## src/rtl/cpu_regfile.sv

```systemverilog
// Register file and IP owner: reads are combinational with a hold register, writes and IP updates land on posedge.
// Read latency 0 cycles, write/IP latency 1 cycle; no backpressure, every request is accepted or dropped by rule.
// Optional write-to-read forwarding is built in when REGFILE_BYPASS_EN is defined.
module cpu_regfile #(
    parameter int              XLEN     = 64,
    parameter int              NREGS    = 16,
    parameter logic [XLEN-1:0] IP_RESET = '0
) (
    input  logic            i_clk,
    input  logic            i_rst,
    input  logic [3:0]      i_reg_id,
    input  logic            i_reg_re,
    output logic [XLEN-1:0] o_reg_out,
    input  logic            i_reg_we,
    input  logic [3:0]      i_reg_wid,
    input  logic [XLEN-1:0] i_reg_in,
    input  logic            i_ip_set,
    input  logic [XLEN-1:0] i_ip_val,
    input  logic            i_ip_inc,
    input  logic [3:0]      i_ip_step,
    output logic [XLEN-1:0] o_ip,
    output logic            o_ip_redirect
);

    localparam logic [4:0] LP_NREGS = 5'(NREGS);

    logic [XLEN-1:0] w_regs [16];
    logic            w_wr_ok;
    logic            w_rd_ok;
    logic            w_fwd;
    logic [XLEN-1:0] w_rd_arr;
    logic [XLEN-1:0] w_rd_val;

    logic [XLEN-1:0] r_hold;
    logic [XLEN-1:0] r_ip;
    logic            r_ip_redirect;

    assign w_wr_ok = i_reg_we && ({1'b0, i_reg_wid} < LP_NREGS);
    assign w_rd_ok = ({1'b0, i_reg_id} < LP_NREGS);

    // Entries at or above NREGS are not built; they read as constant zero.
    for (genvar g = 0; g < 16; g++) begin : g_ent
        if (g < NREGS) begin : g_live
            logic [XLEN-1:0] r_q;
            always_ff @(posedge i_clk) begin
                if (i_rst) begin
                    r_q <= '0;
                end else if (w_wr_ok && (i_reg_wid == 4'(g))) begin
                    r_q <= i_reg_in;
                end
            end
            assign w_regs[g] = r_q;
        end else begin : g_none
            assign w_regs[g] = '0;
        end
    end

    assign w_rd_arr = w_rd_ok ? w_regs[i_reg_id] : '0;

`ifdef REGFILE_BYPASS_EN
    assign w_fwd = i_reg_re && w_wr_ok && (i_reg_id == i_reg_wid);
`else
    assign w_fwd = 1'b0;
`endif

    assign w_rd_val  = w_fwd ? i_reg_in : w_rd_arr;
    assign o_reg_out = i_reg_re ? w_rd_val : r_hold;

    // The hold captures exactly what reg_out showed, forwarded or not.
    always_ff @(posedge i_clk) begin
        if (i_rst) begin
            r_hold <= '0;
        end else if (i_reg_re) begin
            r_hold <= w_rd_val;
        end
    end

    always_ff @(posedge i_clk) begin
        if (i_rst) begin
            r_ip          <= IP_RESET;
            r_ip_redirect <= 1'b0;
        end else begin
            if (i_ip_set) begin
                r_ip <= i_ip_val;
            end else if (i_ip_inc) begin
                r_ip <= r_ip + XLEN'(i_ip_step);
            end
            r_ip_redirect <= i_ip_set;
        end
    end

    assign o_ip          = r_ip;
    assign o_ip_redirect = r_ip_redirect;

endmodule
```

## config.mk

```make
export PLATFORM = sky130hd
export DESIGN_NAME = cpu_regfile
export DESIGN_NICKNAME = d
export VERILOG_FILES = /design/src/rtl/cpu_regfile.sv
export SDC_FILE = /design/constraint.sdc
export NUM_CORES = 2
export LEC_CHECK = 0
export CORE_ASPECT_RATIO = 2
export CORE_MARGIN = 2
export CORE_UTILIZATION = 35
export CTS_CLUSTER_SIZE = 10
export DETAILED_ROUTE_END_ITERATION = 8
export PLACE_DENSITY = 0.59
export SLEW_MARGIN = 20
export SYNTH_ARGS = -nofsm -noshare
export SYNTH_HDL_FRONTEND = slang
export SYNTH_SLANG_ARGS = --single-unit
export TNS_END_PERCENT = 10
```

## constraint.sdc

```tcl
create_clock -name i_clk -period 2.7 [get_ports i_clk]
set_clock_uncertainty 0.2 [all_clocks]
set_input_delay 0.27 -clock i_clk [delete_from_list [all_inputs] [get_ports i_clk]]
set_output_delay 0.27 -clock i_clk [all_outputs]
set_load 0.01 [all_outputs]
```

==> impl_metrics.ini <==
[detailed_routing]
vias = 43936
wl_per_cell_um = 23.50
drt-total-wl_mm = 187.3
ant_nets = 0
via_per_inst = 5.513
first_pass_iters = 8
drc = 0
drt_iter0_drc = 3853

[finish]
area.sequential_um2 = 23090
finalInstanceArea_um2 = 61100
multiInputGateArea_um2 = 24910
area_growth_syn_to_layout_pct = 23.19
drive_gt1_share_pct = 14.79
nets = 6222
nFillCells = 13754

[clocking]
postCtsSetupBuffers = 0
cts_tree = yes
clk_path_buf_depth = 3
cts.root.buffer_cell = clkbuf_16
numClockSinks = 1153
clk_pin_slew_worst_paths_ps = 60
htree_levels = 4
numCtsBuffers = 134
insertion_delay_ps = 750

[floorplan]
die_y_um = 536.4
start_util_pct = 35.17
num_rows = 195
coreArea_um2 = 141000
num_io_pins = 275
design.die.area_um2 = 144900
dieWidth_um = 270.2

[logic_synthesis]
synth.yosys.warnings = 0
synthCells = 5865
synth_seq_cells = 1153
syn_area_um2 = 49600
synth-seq-area-share_pct = 46.54
synth_ff_type = dfxtp_1
yosysTopAreaCell = dfxtp_1
synth_area_per_cell_um2 = 8.457
synth_edf_count = 0
synth_fp_nets = 6016
synth.most_common_cell = nand2_1
synth_top_cell_area_share_pct = 46.54
synth.distinct_cells = 67
yosys-top-cells-area = dfxtp_1 47%, nand2_1 16%, mux4_2 12%, a21oi_1 10%, clkbuf_1 3.8%
ys_top_cells_by_count = 2095 x nand2_1, 1153 x dfxtp_1, 1040 x a21oi_1
async_flop_share_pct = 0

[sta]
setup-violations-final = 5
drv_slew = 0
setup_ws_ps = -38.96
max_freq_mhz = 365.1
rsz0062_at_grt = yes
hold_viol_final = 0
slew_headroom_pct = 43.33
tightest_slew_ps = 850.1
min_period_ps = 2739
holdWs_ps = 56.45
finalCritPeriodShare_pct = 101.4
tns_ps = -126.1

[hold_path]
hp-class = in2reg

[grt]
grt-ovfl-total = 0
grt_use_met1_pct = 27.73
grt_usage_pct = 25.18
grt_pass1_wl_mm = 277.5
met2_usage_pct = 45.67
grt_max_degree = 164
antenna_found_initial = 17
met3_usage_pct = 4.392
grt_pass1_vias = 43648
grt-busiest-layer = met2

[placement]
io_buffers = 274
detailedPlace.worstSlack_ps = -539.3
placed_area_um2 = 56460
place_hpwl_mm = 114.5
gp_congestion = 0.9079

[pwr]
leakagePower_nw = 20.36
p_total_mw = 37.04
vdd_drop_max_uv = 526.7
power.density_nw_per_um2 = 606.2

[critical_path]
path_max_fanout = 2
critPathKind = reg2out
cp-start-kind = register
critPathArrivalTime_ps = 2270
worstPathRequired_ps = 2230
cp-end-kind = primary output

[run_status]
status = finished with violations
violations = negative setup slack

[run]
drv_cap = 0
-- final timing paths --
check	start	endpoint	slack [ps]	cells after the start
setup / recovery	g_ent[12].g_live.r_q[1]	o_reg_out[1]	-40	4
hold / removal	i_ip_val[56]	o_ip[56]	60	5
setup reg to reg	o_ip[0]	o_ip[32]	90	9
hold reg to reg	g_ent[7].g_live.r_q[45]	g_ent[7].g_live.r_q[45]	250	2
-- placed cells by master, fill, tap and decap left out, types with 10 or more instances in the layout --
| cell type | instances |
|---|---|
| clkdlybuf4s50_1 | 204 |
| nand2b_1 | 66 |
| mux2i_1 | 96 |
| o221ai_1 | 36 |
| a211oi_1 | 30 |
| nor2_4 | 12 |
| mux2i_4 | 10 |
| mux4_2 | 256 |
| buf_4 | 210 |
| mux2i_2 | 24 |
| nand2_4 | 13 |
| clkbuf_16 | 136 |
| clkdlybuf4s15_2 | 10 |
| nand3_1 | 26 |
| xnor2_1 | 19 |
| nand4_1 | 29 |
| dlygate4sd3_1 | 57 |
| nand2_1 | 2082 |
| dfxtp_1 | 1149 |
| and4_1 | 18 |
| inv_1 | 18 |
| o221ai_2 | 27 |
| and3_1 | 17 |
| a21oi_1 | 1040 |
| nor3b_1 | 15 |
| clkbuf_2 | 14 |
| clkdlybuf4s15_1 | 14 |
| buf_12 | 108 |
| buf_2 | 17 |
| nor2_1 | 63 |
| nor2b_1 | 70 |
| nor4_1 | 12 |
| o211ai_1 | 13 |
| nor3_1 | 19 |
-- cells by family (layout without fill, tap and decap cells) --
logic type,count (synthesis),after routing,share of synthesized area (%)
AO/OA/AOI/OAI,1203,1203,13.23
XOR/XNOR,27,27,0.4768
adder cells (fa/ha/maj),5,5,0.1413
buffers and inverters,596,824,4.634
flip-flops,1153,1153,46.54
multiplexers,386,386,14.25
other,0,6,0
AND/OR/NAND/NOR,2495,2495,20.74
-- timing repair --
item | 4_1_cts | 5_1_grt
endpoints found under the hold margin | 123 | 0
setup endpoints to repair | 74 | 51
gates cloned | 0 | 0
gates resized for setup | 239 | 56
pin swaps | 9 | 3
hold buffers | 57 | 0
-- through the flow --
stage | instances | util (%)
3_3_place_gp | 7749 | 40.04
2_1_floorplan | 5865 | -
3_5_place_dp | 7749 | 40.04
5_1_grt | 7966 | 43.32
6_report | 7970 | 43.33
4_1_cts | 7964 | 43.29
-- report_power, final --
group / total [mW] / leakage (nW) / internal, mW / switching [mW]
combinational: 3.14 / 9.21 / 1.27 / 1.87
clock: 16.4 / 1.83 / 9.16 / 7.27
sequential: 17.5 / 9.32 / 17.3 / 0.177
-- sequential cells by signal (all words and copies together), names as in the netlist --
name	cells
g_ent.g_live.r_q	1024
o_ip	64
o_ip_redirect	1
r_hold	64
-- metal layers --
| metal | up-vias | wire, um |
|---|---|---|
| met5 | - | 97 |
| met4 | 16 | 10980 |
| met3 | 591 | 13260 |
| met2 | 1922 | 95230 |
| met1 | 21208 | 67760 |
| li1 | 20199 | - |
-- area by class of cell --
class | instances | share of cell area [%]
timing repair buffer | 647 | 11.31
tap | 1871 | 3.831
multi-input combinational | 4116 | 40.77
clock inverter | 14 | 0.4812
inverter | 19 | 0.1167
clock buffer | 144 | 5.684
antenna | 6 | 0.02457
sequential | 1153 | 37.78
-- critical path, cell delays in order (launching register included) --
cell	delay, ps
dfxtp_1	320
mux4_2	440
mux2i_1	200
o221ai_1	200
clkdlybuf4s15_1	340
(Power assumes the default switching activity.)
